===== src/rtl/instr_issue_unit.sv =====
// instr_issue_unit: loadable program store that issues one 12-bit instruction
// per valid/ready handshake, in slot order, until a HALT word or the last slot.
module instr_issue_unit #(
  parameter int DEPTH = 16,
  parameter int AW    = 4
) (
  input  logic          clk,
  input  logic          rst,
  input  logic          wr_en,
  input  logic [AW-1:0] wr_addr,
  input  logic [11:0]   wr_data,
  input  logic          start,
  input  logic          abort,
  output logic [11:0]   instr_out,
  output logic          instr_valid,
  input  logic          instr_ready,
  output logic          busy,
  output logic          done,
  output logic [AW-1:0] pc,
  output logic [AW:0]   issued_count
);

  typedef enum logic {IDLE, ISSUE} state_e;

  localparam logic [2:0]    OP_HALT   = 3'b000;
  localparam logic [AW-1:0] LAST_SLOT = AW'(DEPTH - 1);

  state_e        state_q, state_d;
  logic [11:0]   instr_q, instr_d;
  logic          valid_q, valid_d;
  logic          done_q, done_d;
  logic [AW-1:0] pc_q, pc_d;
  logic [AW:0]   cnt_q, cnt_d;

  logic [11:0]   mem_q [DEPTH];
  logic          mem_we;
  logic [AW-1:0] pc_next;
  logic [11:0]   next_word;
  logic [11:0]   slot0_word;
  logic          handshake;

  // Next-state, store write enable and issue control.
  always_comb begin
    // NOTE: every comb output gets a default first so no path leaves it unassigned (no latch).
    state_d    = state_q;
    instr_d    = instr_q;
    valid_d    = valid_q;
    done_d     = 1'b0;
    pc_d       = pc_q;
    cnt_d      = cnt_q;
    mem_we     = 1'b0;
    pc_next    = pc_q + 1'b1;
    next_word  = mem_q[pc_next];
    // A slot-0 write in the same cycle as start is forwarded to the start decision.
    slot0_word = (wr_en && wr_addr == '0) ? wr_data : mem_q[0];
    handshake  = valid_q && instr_ready;

    if (abort) begin
      // Abort wins over start, writes and a coincident handshake; count holds.
      state_d = IDLE;
      valid_d = 1'b0;
    end else begin
      unique case (state_q)
        IDLE: begin
          mem_we = wr_en;
          if (start) begin
            cnt_d = '0;
            if (slot0_word[11:9] == OP_HALT) begin
              done_d = 1'b1;
            end else begin
              state_d = ISSUE;
              pc_d    = '0;
              instr_d = slot0_word;
              valid_d = 1'b1;
            end
          end
        end
        ISSUE: begin
          if (handshake) begin
            cnt_d = cnt_q + 1'b1;
            if (pc_q == LAST_SLOT || next_word[11:9] == OP_HALT) begin
              state_d = IDLE;
              valid_d = 1'b0;
              done_d  = 1'b1;
            end else begin
              pc_d    = pc_next;
              instr_d = next_word;
            end
          end
        end
        default: state_d = IDLE;
      endcase
    end
  end

  // Control and output registers with synchronous reset.
  always_ff @(posedge clk) begin
    // NOTE: sequential state uses non-blocking assignments so all flops update together.
    if (rst) begin
      state_q <= IDLE;
      instr_q <= '0;
      valid_q <= 1'b0;
      done_q  <= 1'b0;
      pc_q    <= '0;
      cnt_q   <= '0;
    end else begin
      state_q <= state_d;
      instr_q <= instr_d;
      valid_q <= valid_d;
      done_q  <= done_d;
      pc_q    <= pc_d;
      cnt_q   <= cnt_d;
    end
  end

  // Program store: synchronous write, cleared to HALT on reset.
  always_ff @(posedge clk) begin
    // NOTE: the store is reset on purpose, so a start after reset sees an empty program.
    if (rst) begin
      for (int i = 0; i < DEPTH; i++) mem_q[i] <= '0;
    end else if (mem_we) begin
      mem_q[wr_addr] <= wr_data;
    end
  end

  assign instr_out    = instr_q;
  assign instr_valid  = valid_q;
  assign busy         = (state_q == ISSUE);
  assign done         = done_q;
  assign pc           = pc_q;
  assign issued_count = cnt_q;

endmodule


===== config.mk =====
export PLATFORM = sky130hd
export DESIGN_NAME = instr_issue_unit
export DESIGN_NICKNAME = d
export VERILOG_FILES = /design/src/rtl/instr_issue_unit.sv
export SDC_FILE = /design/constraint.sdc
export NUM_CORES = 1
export LEC_CHECK = 0
export BUFFER_PORTS_ARGS = -buffer_cell sky130_fd_sc_hd__buf_2
export CAP_MARGIN = 10
export CELL_PAD_IN_SITES_DETAIL_PLACEMENT = 0
export CELL_PAD_IN_SITES_GLOBAL_PLACEMENT = 1
export CORE_ASPECT_RATIO = 0.75
export CORE_UTILIZATION = 50
export CTS_BUF_LIST = sky130_fd_sc_hd__clkbuf_4 sky130_fd_sc_hd__clkbuf_8 sky130_fd_sc_hd__clkbuf_16
export DETAILED_ROUTE_END_ITERATION = 10
export PLACE_DENSITY = 0.76
export SYNTH_ARGS = -nofsm -noshare
export SYNTH_HDL_FRONTEND = slang
export SYNTH_SLANG_ARGS = --single-unit

===== constraint.sdc =====
create_clock -name clk -period 5.95 [get_ports clk]
set_clock_uncertainty 0.2 [all_clocks]
set_input_delay 1.19 -clock clk [delete_from_list [all_inputs] [get_ports clk]]
set_output_delay 1.19 -clock clk [all_outputs]
set_load 0.05 [all_outputs]

# == After elaboration in Yosys (flattened, before gate mapping) ==
# Memories as Yosys holds them, arrays and structs flattened.
# Cells that the tools add are included.
# classes
n_addsub,2
n_eq_ne,6
n_mux,39
bitwise_logic,2
n_reduce_logical,11
# op_table
op,n
12-bit 2-to-1 mux,6
12-bit case mux with 2 select lines,1
1-bit 2-to-1 mux,20
4-bit 2-to-1 mux,5
12-bit OR reduction,1
5-bit 2-to-1 mux,2
5-bit case mux with 2 select lines,1
4-bit case mux with 2 select lines,1
3-bit logical NOT,2
2-bit inequality test (second input constant),3
1-bit case mux with 2 select lines,3
5-bit by 1-bit adder with 5-bit output (second input constant),1
5-bit AND reduction,1
4-bit by 1-bit adder with 4-bit output (second input constant),1
4-bit equality test (second input constant),1
4-bit logical NOT,1
2-bit by 1-bit inequality test with 1-bit output (second input constant),2
4-bit AND reduction,1
3-bit AND reduction,1
1-bit logical AND,2
1-bit NOT,2
2-bit OR reduction,1
1-bit logical OR,1
# word_totals
regBits,24
ramBits,192
inputBits,22
memories,1
# mem_list
name,depth,word_bits,read_ports,rd_ports_with_merged_regs,write_ports,line,rtl
mem_q,16,12,2,0,16,35,logic [11:0] mem_q [DEPTH];

# == Logic depth before layout (Yosys ltp) ==
# logic_depth
ltp_word,7
depth_mapped,11
depth_no_buf,7

# == Least setup slack after synthesis ==
# Ideal clock, no wire load.
# synth_timing
path_kind,input to register
startpoint,input port abort
endpoint,memory mem_q[11][0] (enable)
setup_time_ps,398
t_arrival_ps,2895
required_time_ps,5352
slack_ps,2457
cell_stages,3
n_path_buf,0
path_cell_list,nor4b_1 nand3b_1 o21ai_0
# synth_rtl
item,line,rtl
from (decl),13,"input logic abort,"
to (decl),35,

# == Worst setup path after layout ==
# layout_timing
startpoint,"register pc_q[0], in the netlist pc[0]"
endpoint,"register instr_q[1], in the netlist instr_out[1]"
# layout_between
elab_chain_len,6
# layout_rtl
item,line,rtl
from (decl),32,"logic [AW-1:0] pc_q, pc_d;"
from (signal assigned),111,pc_q <= pc_d;
4-bit by 1-bit adder with 4-bit output,52,pc_next = pc_q + 1'b1;
memory read 16 x 12 bit,--,
3-bit logical NOT,81,if (pc_q == LAST_SLOT || next_word[11:9] == OP_HALT) begin
1-bit logical OR,81,
2-bit inequality test (no line),--,
5-bit AND reduction (no line),--,
to (signal assigned),108,instr_q <= instr_d;
to (decl),29,"logic [11:0] instr_q, instr_d;"
# Several ways; a longest one is shown, not always the timed one. The select of a mux whose other input is x is not followed.
# A chain may end at the register's enable or synchronous reset.

==> metrics <==
run status complete, no violations; Final Cycle Share 67.9%; Max Buffers Root-to-Sink 3; WHS Path Cells 2; CP Max Fanout 30; Critical Path AT 4220 ps; Post-synth EDFFs 192; Tmin final 4040 ps; Worst Hold Class reg2reg; flops & latches, synth 216; placed cell count 1,021; total gr overflow 0; syn nets 786; Worst-path clk slew 60 ps; number of antenna repair diodes 0; synthesized instance count 762; root buffer cell clkbuf_16; routed vias/inst 6.05; register area share after synthesis 60.7%; initial antenna violation count 1; post-cts hold buffer count 0; gr usage total 25.2%; ys flop type edfxtp_1; Die H 126 um; Max Freq 0.247 GHz; DR WL/cell 24.2 um; Yosys cell types 50; num ports 46; CORE AREA 20,200 um^2; first-pass GRT wire length 39,300 um; Finish-stage setup viols 0; # resized after CTS 0; Via Count 6,453; PwrDens 296 nW/um^2; GP Congestion 0.844; reg2reg setup slack 1910 ps; crit-path leading delay family simple AND/OR/NAND/NOR gates; final WL 25,800 um; RSZ-0062 raised after global routing no; Syn-to-layout area delta 11.9%; vias in the first global route 6,348; peak supply drop 174 uV; CTS Buf Count 23; crit end category flop; Final Hold Fails 0; Post-synth ARST share 0%; Rel. slew slack 19.3%; Layout fillers 1,602; Worst Path Required 6130 ps; Layout Cells excl Fill 1,066; reg2reg start pc[0]$_SDFFE_PP0P_; die area 21,200 um^2; Ys Warns 0; Max H-tree Level 1; reg2reg end instr_out[1]$_SDFFE_PP0P_; CP cell instances ha_2 > mux2_1 > mux4_2 > or4_4 > o211ai_2 > and2_1 > o31ai_1; Max Slew Vio Count 0; most frequent cells in the layout and2_1, edfxtp_1, buf_2, mux4_2, nor2_1; HPWL after detailed placement 17,100 um; Final nets 815; Hold Startpoint instr_out[9]$_SDFFE_PP0P_; DRT iter0 DRCs 607; critical path's slowest cell ha_2; Slew @ Worst Pin 1200 ps; Post-DRT Antenna Nets 0; worst reg-to-reg path cell count 7; pin count of the biggest net entering global routing 36; sink of the worst hold path instr_out[9]$_SDFFE_PP0P_; Leak Pwr 0.00431 uW; Worst-Skew Late Latency 520 ps; drt pass-1 iters 5; CTS tree done; Syn Area/Cell 13.5 um^2; WS Path Type reg2reg; Worst setup SP type flop; row count 45; # clock sinks 216; DRC violations left 0; setup TNS 0 ps; Starting Density 50.9%; commonest non-fill, non-tap cell in the layout and2_1; share of cells above drive strength 1 21.3%; crit-path max cell delay 910 ps; Post-CTS Setup Inserts 0; Buffers on Ports 45; die width 168 um; MaxCap Viol Count 0; mapped cell area 10,300 um^2; Buf/Inv on CP 0
==> worst max-delay path by stage <==
stage	start	endpoint	slack, ps	depth (start not counted)
floorplan	abort	mem_q[11][0]$_SDFFCE_PN0P_	2460	3
global placement	rst	mem_q[12][5]$_SDFFCE_PN0P_	1900	5
detailed placement	rst	mem_q[8][11]$_SDFFCE_PN0P_	1590	5
CTS	pc[0]$_SDFFE_PP0P_	instr_out[3]$_SDFFE_PP0P_	1920	7
global route	pc[0]$_SDFFE_PP0P_	instr_out[3]$_SDFFE_PP0P_	1620	8
finish	pc[0]$_SDFFE_PP0P_	instr_out[1]$_SDFFE_PP0P_	1910	7
==> metrics by stage <==
| stage | power [uW] | hold slack, ps | utilization [%] | setup WS (ps) | cell area [um^2] |
|---|---|---|---|---|---|
| 3_3_place_gp | 1920 | 269 | 52.9 | 1900 | 10700 |
| 5_1_grt | 3480 | 314 | 57.0 | 1620 | 11500 |
| 4_1_cts | 3400 | 291 | 56.8 | 1920 | 11500 |
| 2_1_floorplan | 1850 | 479 | - | 2460 | 10300 |
| 3_5_place_dp | 1930 | 283 | 52.9 | 1590 | 10700 |
| 6_report | 3400 | 298 | 57.0 | 1910 | 11500 |
==> sequential cells by signal, indices dropped and copies added (netlist names) <==
| signal | count |
|---|---|
| done | 1 |
| mem_q | 192 |
| instr_out | 12 |
| pc | 4 |
| issued_count | 5 |
| instr_valid | 1 |
| busy | 1 |
==> routing by layer <==
| metal | GRT usage (%) | vias to the layer above | share of wire [%] |
|---|---|---|---|
| met5 | 0 | - | 0 |
| li1 | - | 2853 | - |
| met1 | 37.6 | 3264 | 45 |
| met2 | 38.8 | 290 | 46 |
| met3 | 3.83 | 46 | 7.4 |
| met4 | 6.58 | 0 | 2.3 |
==> cell usage after synthesis, types with 2 or more instances <==
library cell    n  share of area (%)
and2_1        201                 12
edfxtp_1      192                 56
clkbuf_1       43                1.6
mux4_2         42                9.2
nor2_1         32                1.2
nand2_1        31                1.1
dfxtp_1        24                4.7
mux2i_1        21                2.0
o21ai_0        19               0.92
a21oi_1        15               0.73
mux2_2         12                1.3
nand4_1        12               0.73
a31oi_1        10               0.61
o31ai_1        10               0.73
a211oi_1        9               0.66
nand3_1         8               0.39
nor3_1          8               0.39
buf_2           7               0.34
buf_4           6               0.44
nor3b_1         6               0.44
or2_2           6               0.36
nand3b_1        5               0.36
xor2_1          4               0.34
buf_6           3               0.33
nand2b_1        3               0.18
nor2b_1         3               0.18
o211ai_1        3               0.22
a311oi_1        2               0.17
and2_0          2               0.12
ha_1            2               0.24
inv_1           2              0.073
==> cell families (layout without fill, tap and decap cells) <==
group,after synthesis,count (layout),share of synthesized area (%)
mux,76,76,12.7
compound gates,77,77,4.95
flops,216,216,60.7
simple gates,322,322,18.1
buf+inv,63,109,2.82
fa+ha+maj,2,2,0.243
xor+xnor,6,6,0.584
==> tightest hold or removal path, stage by stage (launching register included) <==
cell and delay, ps:
dfxtp_1 330, nand4_1 70, o21ai_1 60
==> report_power, final <==
part           internal (uW)  switching [uW]
Sequential              1700            21.6
Combinational           55.4             129
Clock                    904             598
==> final cells by class <==
type / count / area (um^2) / area share (%)
sequential: 216 / 6250 / 54.3
multi-input combinational: 483 / 3760 / 32.7
clock buffer: 32 / 656 / 5.70
timing repair buffer: 64 / 372 / 3.23
tap: 258 / 323 / 2.80
clock inverter: 10 / 136 / 1.18
inverter: 3 / 11.3 / 0.0978
Note: power is estimated with default switching activity, not from simulation.
